**config.mk**
```make
export PLATFORM = sky130hd
export DESIGN_NAME = sqrt_arbiter
export DESIGN_NICKNAME = d
export VERILOG_FILES = /design/src/rtl/sqrt_arbiter_pkg.sv /design/src/rtl/sqrt_arbiter_rr_pick.sv /design/src/rtl/sqrt_arbiter.sv
export SDC_FILE = /design/constraint.sdc
export NUM_CORES = 1
export LEC_CHECK = 0
export ABC_CLOCK_PERIOD_IN_PS = 3650
export BUFFER_PORTS_ARGS = -buffer_cell sky130_fd_sc_hd__buf_2
export CORE_MARGIN = 5
export CORE_UTILIZATION = 47
export CTS_CLUSTER_SIZE = 10
export DETAILED_ROUTE_END_ITERATION = 8
export GPL_ROUTABILITY_DRIVEN = 0
export PLACE_DENSITY = 0.82
export SLEW_MARGIN = 5
export SYNTH_ARGS = -nofsm -noshare
export SYNTH_HDL_FRONTEND = slang
export SYNTH_SLANG_ARGS = --single-unit
export TNS_END_PERCENT = 20
```
**constraint.sdc**
```tcl
create_clock -name clk -period 3.65 [get_ports clk]
set_clock_uncertainty 0.1 [all_clocks]
set_input_delay 0.9125 -clock clk [delete_from_list [all_inputs] [get_ports clk]]
set_output_delay 0.9125 -clock clk [all_outputs]
set_load 0.05 [all_outputs]
```
**src/rtl/sqrt_arbiter_pkg.sv**
```systemverilog
// Shared definitions for arbiters that time-share the iterative sqrt primitive.
package sqrt_arb_pkg;

    typedef enum logic [1:0] {
        IDLE = 2'd0,
        BUSY = 2'd1,
        DONE = 2'd2
    } state_e;

    // Cycles the sqrt unit needs from go to done.
    localparam int SQRT_LAT = 18;
    // A done seen before this many BUSY cycles is a leftover from an earlier job.
    localparam int DONE_GUARD = 2;

endpackage

```
**src/rtl/sqrt_arbiter_rr_pick.sv**
```systemverilog
// Combinational round-robin picker: first eligible bit at or above ptr_i, wrapping.
module rr_pick #(
    parameter int N_REQ = 4,
    localparam int IDX_W = $clog2(N_REQ)
) (
    input  logic [N_REQ-1:0] eligible_i,
    input  logic [IDX_W-1:0] ptr_i,
    output logic             valid_o,
    output logic [IDX_W-1:0] idx_o
);

    function automatic logic [IDX_W-1:0] wrap_add(input logic [IDX_W-1:0] base, input int off);
        int sum;
        sum = int'(base) + off;
        if (sum > N_REQ - 1) sum = sum - N_REQ;
        return IDX_W'(sum);
    endfunction

    logic [IDX_W-1:0] cand;

    // Scan from the far end so the candidate closest to ptr_i is written last.
    always_comb begin
        valid_o = 1'b0;
        idx_o   = '0;
        cand    = '0;
        for (int off = N_REQ - 1; off >= 0; off--) begin
            cand = wrap_add(ptr_i, off);
            if (eligible_i[cand]) begin
                valid_o = 1'b1;
                idx_o   = cand;
            end
        end
    end

endmodule

```
**src/rtl/sqrt_arbiter.sv**
```systemverilog
// Round-robin scheduler sharing one iterative sqrt unit among N_REQ go/done requesters.
module sqrt_arbiter
    import sqrt_arb_pkg::*;
#(
    parameter int N_REQ   = 4,
    parameter int WIDTH   = 32,
    parameter int TIMEOUT = 24
) (
    input  logic                   clk,
    input  logic                   reset,
    input  logic [N_REQ-1:0]       req_go,
    input  logic [N_REQ*WIDTH-1:0] req_in,
    output logic [WIDTH-1:0]       resp_out,
    output logic [N_REQ-1:0]       resp_done,
    output logic                   resp_err,
    output logic                   busy,
    output logic [WIDTH-1:0]       sqrt_in,
    output logic                   sqrt_go,
    input  logic [WIDTH-1:0]       sqrt_out,
    input  logic                   sqrt_done
);

    localparam int         IDX_W    = $clog2(N_REQ);
    localparam logic [4:0] CYC_LAST = 5'(TIMEOUT - 1);
    localparam logic [4:0] CYC_MIN  = 5'(DONE_GUARD);

    state_e             state_q, state_d;
    logic [IDX_W-1:0]   grant_q, grant_d;
    logic [IDX_W-1:0]   rr_ptr_q, rr_ptr_d;
    logic [N_REQ-1:0]   mask_q, mask_d;
    logic [4:0]         cyc_q, cyc_d;
    logic [WIDTH-1:0]   sqrt_in_q, sqrt_in_d;
    logic               sqrt_go_q, sqrt_go_d;
    logic [WIDTH-1:0]   resp_out_q, resp_out_d;
    logic [N_REQ-1:0]   resp_done_q, resp_done_d;
    logic               resp_err_q, resp_err_d;

    logic [WIDTH-1:0]   opnd [N_REQ];
    logic [N_REQ-1:0]   grant_oh;
    logic               pick_vld;
    logic [IDX_W-1:0]   pick_idx;

    for (genvar k = 0; k < N_REQ; k++) begin : g_opnd
        assign opnd[k] = req_in[k*WIDTH +: WIDTH];
    end

    assign grant_oh = N_REQ'(1) << grant_q;

    rr_pick #(.N_REQ(N_REQ)) u_pick (
        .eligible_i (req_go & ~mask_q),
        .ptr_i      (rr_ptr_q),
        .valid_o    (pick_vld),
        .idx_o      (pick_idx)
    );

    always_comb begin
        state_d     = state_q;
        grant_d     = grant_q;
        rr_ptr_d    = rr_ptr_q;
        mask_d      = mask_q;
        cyc_d       = cyc_q;
        sqrt_in_d   = sqrt_in_q;
        sqrt_go_d   = sqrt_go_q;
        resp_out_d  = resp_out_q;
        resp_done_d = '0;
        resp_err_d  = 1'b0;
        case (state_q)
            IDLE: begin
                mask_d = '0;
                if (pick_vld) begin
                    grant_d   = pick_idx;
                    sqrt_in_d = opnd[pick_idx];
                    sqrt_go_d = 1'b1;
                    cyc_d     = '0;
                    rr_ptr_d  = (pick_idx == IDX_W'(N_REQ - 1)) ? '0 : pick_idx + 1'b1;
                    state_d   = BUSY;
                end
            end
            BUSY: begin
                cyc_d = cyc_q + 5'd1;
                if (sqrt_done && (cyc_q >= CYC_MIN)) begin
                    resp_out_d  = sqrt_out;
                    resp_done_d = grant_oh;
                    sqrt_go_d   = 1'b0;
                    state_d     = DONE;
                end else if (cyc_q == CYC_LAST) begin
                    resp_out_d  = '0;
                    resp_err_d  = 1'b1;
                    resp_done_d = grant_oh;
                    sqrt_go_d   = 1'b0;
                    state_d     = DONE;
                end
            end
            DONE: begin
                // Hide the just-served requester for one IDLE cycle so a late-dropping go is not re-issued.
                mask_d  = grant_oh;
                state_d = IDLE;
            end
            default: state_d = IDLE;
        endcase
    end

    always_ff @(posedge clk) begin
        if (reset) begin
            state_q     <= IDLE;
            grant_q     <= '0;
            rr_ptr_q    <= '0;
            mask_q      <= '0;
            cyc_q       <= '0;
            sqrt_in_q   <= '0;
            sqrt_go_q   <= 1'b0;
            resp_out_q  <= '0;
            resp_done_q <= '0;
            resp_err_q  <= 1'b0;
        end else begin
            state_q     <= state_d;
            grant_q     <= grant_d;
            rr_ptr_q    <= rr_ptr_d;
            mask_q      <= mask_d;
            cyc_q       <= cyc_d;
            sqrt_in_q   <= sqrt_in_d;
            sqrt_go_q   <= sqrt_go_d;
            resp_out_q  <= resp_out_d;
            resp_done_q <= resp_done_d;
            resp_err_q  <= resp_err_d;
        end
    end

    assign sqrt_in   = sqrt_in_q;
    assign sqrt_go   = sqrt_go_q;
    assign resp_out  = resp_out_q;
    assign resp_done = resp_done_q;
    assign resp_err  = resp_err_q;
    assign busy      = (state_q != IDLE);

endmodule

```
==> results of run 1 <==
placed cells by master (no fill, tap or decap), drive strengths merged, types with 2 or more instances in the layout:
cell type and n:
o21ai 4, and3 2, a22oi 33, nor2 54, or4 2, nand3 4, a211oi 2, o221ai 31
a311oi 3, nand2 39, ha 2, buf 244, clkinvlp 2, dfxtp 85, nand3b 2, inv 4
nor2b 6, nand2b 3, clkbuf 12, mux2i 63, nor3b 3, nor4b 2, a21oi 14
cell type report:
class | instances | area (µm²)
clock inverters | 3 | 45.0
repair buffers | 244 | 1240
inverters | 4 | 15.0
clock buffers | 12 | 155
diodes | 1 | 2.50
fillers | 710 | 2900
flip-flops and latches | 85 | 1700
well taps | 105 | 131
multi-input cells | 284 | 2020
synth_stat cells, types with 4 or more instances:
master,instances,area share
sky130_fd_sc_hd__dfxtp_1,85,0.43
sky130_fd_sc_hd__mux2i_1,63,0.16
sky130_fd_sc_hd__o221ai_1,30,0.066
sky130_fd_sc_hd__buf_2,6,0.0076
sky130_fd_sc_hd__a22oi_1,33,0.063
sky130_fd_sc_hd__nor2_1,53,0.050
sky130_fd_sc_hd__a21oi_1,14,0.018
sky130_fd_sc_hd__nand2_1,39,0.037
sky130_fd_sc_hd__inv_1,4,0.0038
sky130_fd_sc_hd__clkbuf_1,7,0.0066
sky130_fd_sc_hd__nand3_1,4,0.0051
sky130_fd_sc_hd__buf_6,6,0.017
sky130_fd_sc_hd__buf_4,12,0.023
worst max-delay path: stages:
cell and delay (ns):
sky130_fd_sc_hd__buf_2 0.10, sky130_fd_sc_hd__nor2b_2 0.25, sky130_fd_sc_hd__a21oi_1 0.16, sky130_fd_sc_hd__a22oi_2 0.31
sky130_fd_sc_hd__buf_4 0.43, sky130_fd_sc_hd__mux2i_1 0.26, sky130_fd_sc_hd__o221ai_1 0.14
how the worst min path moves through the flow:
stage | from | slack, ns | to
after detailed placement | sqrt_in[21]$_SDFFE_PP0P_ | 0.35 | sqrt_in[21]$_SDFFE_PP0P_
after global placement | sqrt_in[21]$_SDFFE_PP0P_ | 0.34 | sqrt_in[21]$_SDFFE_PP0P_
after floorplan | cyc_q[4]$_SDFFE_PP0P_ | 0.36 | cyc_q[4]$_SDFFE_PP0P_
after global routing | sqrt_in[11]$_SDFFE_PP0P_ | 0.39 | sqrt_in[11]$_SDFFE_PP0P_
final | sqrt_in[21]$_SDFFE_PP0P_ | 0.36 | sqrt_in[21]$_SDFFE_PP0P_
after CTS | sqrt_in[21]$_SDFFE_PP0P_ | 0.37 | sqrt_in[21]$_SDFFE_PP0P_
metal layers:
metal | GRT usage | vias up
met4 | 0.0951 | 0
li1 | - | 1939
met3 | 0.0599 | 28
met5 | 0 | -
met2 | 0.385 | 193
met1 | 0.262 | 1849
per-stage QoR:
step	instance area, µm²	cells	worst slack [ns]	utilization
global placement	5110	722	0.933	0.622
CTS	5310	737	1.19	0.646
finish	5310	738	1.18	0.647
global route	5310	737	1.08	0.646
floorplan	3950	406	1.28	-
detailed placement	5110	722	0.858	0.622
power by group through the flow:
| stage | logic (µW) | clock network (µW) | registers, µW |
|---|---|---|---|
| 6_report | 784 | 671 | 1050 |
| 3_5_place_dp | 787 | 0 | 1070 |
| 5_1_grt | 832 | 727 | 1060 |
| 3_3_place_gp | 769 | 0 | 1070 |
| 2_1_floorplan | 360 | 0 | 1300 |
| 4_1_cts | 788 | 691 | 1050 |
registers in the layout, indices dropped and copies added, names as in the netlist:
name	flops
sqrt_in	32
state_q	2
mask_q	4
rr_ptr_q	2
resp_err	1
resp_out	32
grant_q	2
cyc_q	5
resp_done	4
sqrt_go	1
kinds of logic (layout without fill, tap and decap cells):
family / after synthesis / after routing / share of synthesized area
and+or+nand+nor: 121 / 121 / 0.147
AOI/OAI and AO/OA: 97 / 97 / 0.195
DFF: 85 / 85 / 0.431
muxes: 63 / 63 / 0.160
buffers and inverters: 37 / 263 / 0.0598
adders and majority gates: 2 / 2 / 0.00633
xor gates and xnor gates: 1 / 1 / 0.00222
other: 0 / 1 / 0
==> qor.txt, run 1 <==
===============================================================================================
Clock sink count                                                                             85
Sum Neg Setup Slack                                                                        0 ns
DRC violations left                                                                           0
Wire length on met2                                                                     6210 µm
Routed wire length                                                                     12500 µm
Number of slew-limit violations in the final report                                           0
R2R depth                                                                                     7
Final Hold Vio Count                                                                          0
H-tree lvl count                                                                              3
Combinational fraction of design power                                                    0.312
Clock tree from TritonCTS                                                                   yes
Kind of critical path                                                              input port to flip-flop
Die X                                                                                    102 µm
Reg-to-reg setup timing slack                                                           1.37 ns
Avg WL per Cell                                                                         16.9 µm
Async set or reset register ratio after synthesis                                             0
Net Switching                                                                            877 µW
Post-CTS resize count                                                                         0
Top achievable clock speed                                                              405 MHz
Post-synth net total                                                                        575
Clock insertion delay at the later pin of the skew report                               0.34 ns
Unrepaired setup endpoints after global routing                                           false
Origin of the worst setup path                                                        req_go[0]
Syn-to-layout area delta                                                                  34.4%
Placeable core area                                                                 0.00822 mm²
Share of the yosys chip area belonging to registers                                       0.431
# IOs                                                                                       238
Largest fanout of any net on the critical path                                               25
Most used flip-flop cell after synthesis                                           sky130_fd_sc_hd__dfxtp_1
Endpoint type of the worst setup path                                                 flip-flop
Pwr per Cell Area                                                                    472 mW/mm²
Min Tclk post-route                                                                     2.47 ns
CP Capture Point                                                                   sqrt_in[24]$_SDFFE_PP0P_
Max-Cap Viols                                                                                 0
Clock network fraction of total power                                                     0.267
Total clock buffers created by CTS                                                            9
EDFF count, synth                                                                             0
Number of distinct library cells after synthesis                                             47
Average cell area after synthesis                                                      9.74 µm²
Tightest Pin Transition                                                                0.866 ns
Die Y-Extent                                                                             102 µm
Remaining number of nets flagged by the antenna check after routing                           0
CP Launch Type                                                                       input port
Post-route fraction of the period consumed by the critical path                           0.677
Hold WS                                                                                0.364 ns
Number of port buffers                                                                      237
Gr usage total                                                                            0.224
Relative slew slack                                                                       0.423
FF-to-FF End                                                                       resp_out[29]$_SDFFE_PP0P_
Hold bufs inserted after CTS                                                                  0
Vias per cell                                                                              5.43
Root buffer cell                                                                   sky130_fd_sc_hd__clkbuf_8
Reg power frac                                                                            0.420
Clock input transition at the sequential cells of the worst setup and hold paths        0.08 ns
Overall power of the completed layout                                                   2510 µW
Effective utilization at floorplan                                                        0.481
Number of setup buffers added after CTS                                                       0
First-pass GRT wire length                                                             18400 µm
Worst reg2reg startpoint                                                           cyc_q[0]$_SDFFE_PP0P_
Worst VDD drop                                                                       0.000259 V
Number of DRC markers after the initial detailed-route iteration                            138
Iteration count of the initial detailed-routing pass                                          4
Number of setup violations in the final report                                                0
Count of synthesis-stage warnings from yosys                                                  0
Number of instances in the synthesized netlist                                              406
Routed length on met3                                                                   1140 µm
Via count of the first global-routing pass                                                 3860
Area enclosed by the die boundary                                                    0.0103 mm²
Synthesized cell area                                                               0.00395 mm²
Final global-route overflow total                                                             0
Crit path arrival time                                                                  2.58 ns
FP Rows                                                                                      33
Min-delay worst type                                                               flip-flop to flip-flop
Top layer reached by signal wires                                                          met4
Placed wire-length estimate                                                             9620 µm
Post-layout nets                                                                            797
Sw frac                                                                                   0.350
Initial antenna violation count                                                               0
Total number of vias                                                                       4009
Flop and latch count out of synthesis                                                        85
Pin count of the biggest net entering global routing                                         52
Cell Int Power                                                                          1630 µW
Worst Hold Path Cells                                                                         2
Clk buf depth                                                                                 2
Proportion of layout cells with a drive suffix above 1                                    0.430
Status                                                                             finished, final reports clean
Data required time of the critical path                                                 3.76 ns
Total routed wire length on the met1 layer                                              4780 µm
LEAKAGE                                                                              0.00274 µW
===============================================================================================
(Power assumes the default switching activity.)
==> run 2, diff against run 1 <==
--- a/config.mk
+++ b/config.mk
@@ -5,14 +5,14 @@
 export SDC_FILE = /design/constraint.sdc
 export NUM_CORES = 1
 export LEC_CHECK = 0
-export ABC_CLOCK_PERIOD_IN_PS = 3650
+export ABC_CLOCK_PERIOD_IN_PS = 2100
 export BUFFER_PORTS_ARGS = -buffer_cell sky130_fd_sc_hd__buf_2
 export CORE_MARGIN = 5
-export CORE_UTILIZATION = 47
+export CORE_UTILIZATION = 39
 export CTS_CLUSTER_SIZE = 10
 export DETAILED_ROUTE_END_ITERATION = 8
 export GPL_ROUTABILITY_DRIVEN = 0
-export PLACE_DENSITY = 0.82
+export PLACE_DENSITY = 0.72
 export SLEW_MARGIN = 5
 export SYNTH_ARGS = -nofsm -noshare
 export SYNTH_HDL_FRONTEND = slang
==> constraint.sdc (replaced) <==
create_clock -name clk -period 2.1 [get_ports clk]
set_clock_uncertainty 0.1 [all_clocks]
set_input_delay 0.525 -clock clk [delete_from_list [all_inputs] [get_ports clk]]
set_output_delay 0.525 -clock clk [all_outputs]
set_load 0.05 [all_outputs]
==> run 2 against run 1 <==
  * First-iteration DRC count rose by 51%
  * Final area grew 5.9%
  * Hold slack worse by 0.027 ns
  * Critical path type is now flip-flop to flip-flop
  * Critical endpoint is now resp_out[13]$_SDFFE_PP0P_
  * Highest routed layer unchanged
==> qor.txt, run 2 (same netlist as run 1, synthesis figures left out) <==
===============================================================================================
Status                                                                             finished, final reports clean   unchanged
Top achievable clock speed                                                              506 MHz
Pwr per Cell Area                                                                    795 mW/mm²   was 472 mW/mm²
Clock input transition at the sequential cells of the worst setup and hold paths        0.08 ns   about the same
Worst path buffer plus inverter count                                                         2   unchanged
Area enclosed by the die boundary                                                    0.0122 mm²   was 0.0103 mm²
Critical path's largest stage delay                                                     0.42 ns   was 0.43 ns
Root buffer cell                                                                   sky130_fd_sc_hd__clkbuf_8   unchanged
Min Tclk post-route                                                                     1.97 ns
Syn-to-layout area delta                                                                  42.4%   was 34.4%
Number of slew-limit violations in the final report                                           0   unchanged
Reg-to-reg setup timing slack                                                           0.13 ns   was 1.37 ns
First-pass GRT wire length                                                             20000 µm   was 18400 µm
Endpoint type of the worst setup path                                                 flip-flop   unchanged
Crit path arrival time                                                                  2.09 ns   was 2.58 ns
Tightest Pin Transition                                                                0.542 ns   was 0.866 ns
Vias per cell                                                                              5.12   was 5.43
Relative slew slack                                                                       0.637   was 0.423
Most frequent cells in the layout                                                  sky130_fd_sc_hd__buf_2, sky130_fd_sc_hd__dfxtp_1, sky130_fd_sc_hd__mux2i_1   unchanged
Routed wire length                                                                     12500 µm   about the same
Inst Count DP                                                                               776   was 722
Die X                                                                                    111 µm   was 102 µm
Post-layout nets                                                                            823   was 797
FP Rows                                                                                      36   was 33
Placeable core area                                                                 0.00982 mm²   was 0.00822 mm²
CP Launch Type                                                                        flip-flop   was input port
Overall power of the completed layout                                                   4470 µW   was 2510 µW
Total number of vias                                                                       4059   was 4009
Placed wire-length estimate                                                             9900 µm   was 9620 µm
LEAKAGE                                                                              0.00291 µW   was 0.00274 µW
Die Y-Extent                                                                             111 µm   was 102 µm
Total clock buffers created by CTS                                                            9   unchanged
Most common cell after layout, fill and taps aside                                 sky130_fd_sc_hd__buf_2   unchanged
# IOs                                                                                       238   unchanged
Proportion of layout cells with a drive suffix above 1                                    0.458   was 0.430
Critical Path, Cell by Cell                                                        inv_1, ha_1, or4_1, o21ai_2, nor2_2, buf_4, a22oi_1, nor2_1   was buf_2, nor2b_2, a21oi_1, a22oi_2, buf_4, mux2i_1, o221ai_1
Initial antenna violation count                                                               1   was 0
Kind of critical path                                                              flip-flop to flip-flop   was input port to flip-flop
Min-delay worst type                                                               input port to flip-flop   was flip-flop to flip-flop
Clock tree from TritonCTS                                                                   yes   unchanged
Final Hold Vio Count                                                                          0   unchanged
Sum Neg Setup Slack                                                                        0 ns   unchanged
Remaining number of nets flagged by the antenna check after routing                           0   unchanged
Clock sink count                                                                             85   unchanged
Worst VDD drop                                                                       0.000392 V   was 0.000259 V
Pin count of the biggest net entering global routing                                         43   was 52
Max-Cap Viols                                                                                 0   unchanged
Iteration count of the initial detailed-routing pass                                          4   unchanged
H-tree lvl count                                                                              3   unchanged
Post-route fraction of the period consumed by the critical path                           0.940
Final non-filler cell total                                                                 793   was 738
DRC violations left                                                                           0   unchanged
Hold WS                                                                                0.337 ns   was 0.364 ns
Fin worst setup slack                                                                  0.125 ns   was 1.18 ns
Clock insertion delay at the later pin of the skew report                               0.33 ns   was 0.34 ns
Largest fanout of any net on the critical path                                               32   was 25
Data required time of the critical path                                                 2.22 ns   was 3.76 ns
Number of setup violations in the final report                                                0   unchanged
Number of DRC markers after the initial detailed-route iteration                            209   was 138
Gr usage total                                                                            0.195   was 0.224
Via count of the first global-routing pass                                                 4111   was 3860
Slowest CP cell                                                                    sky130_fd_sc_hd__or4_1   was sky130_fd_sc_hd__buf_4
Avg WL per Cell                                                                         15.8 µm   was 16.9 µm
Delay-heaviest family, CP                                                          simple AND/OR/NAND/NOR gates   was compound AO/OA/AOI/OAI gates
Final global-route overflow total                                                             0   unchanged
Number of port buffers                                                                      237   unchanged
Effective utilization at floorplan                                                        0.403   was 0.481
Clk buf depth                                                                                 2   unchanged
Post-place setup slack                                                                -0.166 ns   was 0.858 ns
Fill count                                                                                  880   was 710
===============================================================================================
[run 2: cell count changes in the layout (fill, tap and decap cells not counted), sizes merged]
cell      before  now
clkinvlp       2    0
clkinv         0    4
clkbuf        12   11
buf          244  270
[run 2: final timing paths]
path / from / endpoint / cells after the start
max: cyc_q[0]$_SDFFE_PP0P_ / resp_out[13]$_SDFFE_PP0P_ / 8
min: sqrt_out[22] / resp_out[22]$_SDFFE_PP0P_ / 3
max reg2reg: cyc_q[0]$_SDFFE_PP0P_ / resp_out[13]$_SDFFE_PP0P_ / 8
min reg2reg: sqrt_in[8]$_SDFFE_PP0P_ / sqrt_in[8]$_SDFFE_PP0P_ / 2
[run 2: layer usage]
| layer | part of all wire | track usage |
|---|---|---|
| met1 | 0.41 | 0.227 |
| met2 | 0.47 | 0.327 |
| met3 | 0.086 | 0.0562 |
| met4 | 0.036 | 0.0944 |
| met5 | 0 | 0 |
[run 2: what timing repair did]
item                       4_1_cts  5_1_grt
hold buffers                     0        0
setup endpoints to repair        0        2
resized for setup                0        4
setup buffers                    0        0
[run 2: final cells by class]
type	instances	area (µm²)	area share
inverters	4	15.0	0.00267
clock inverters	5	50.0	0.00889
repair buffers	270	1510	0.268
multi-input cells	284	2040	0.363
flip-flops and latches	85	1700	0.303
clock buffers	11	141	0.0251
diodes	1	2.50	0.000445
well taps	133	166	0.0296
[run 2: tightest hold or removal path, cell delays in order]
cell	delay (ns)
sky130_fd_sc_hd__buf_2	0.08
sky130_fd_sc_hd__a22oi_1	0.06
sky130_fd_sc_hd__nor2_1	0.07
[run 2: stage by stage]
stage	area (µm²)	utilization
final	5630	0.573
after global routing	5630	0.573
after CTS	5610	0.571
after detailed placement	5420	0.552
after global placement	5420	0.552
after floorplan	3950	-
[run 2: power breakdown]
part / switching (µW) / leakage (µW) / internal [µW]
logic: 921 / 0.00211 / 599
registers: 80.3 / 0.000694 / 1740
clock network: 553 / 0.000103 / 575
total: 1550 / 0.00291 / 2920
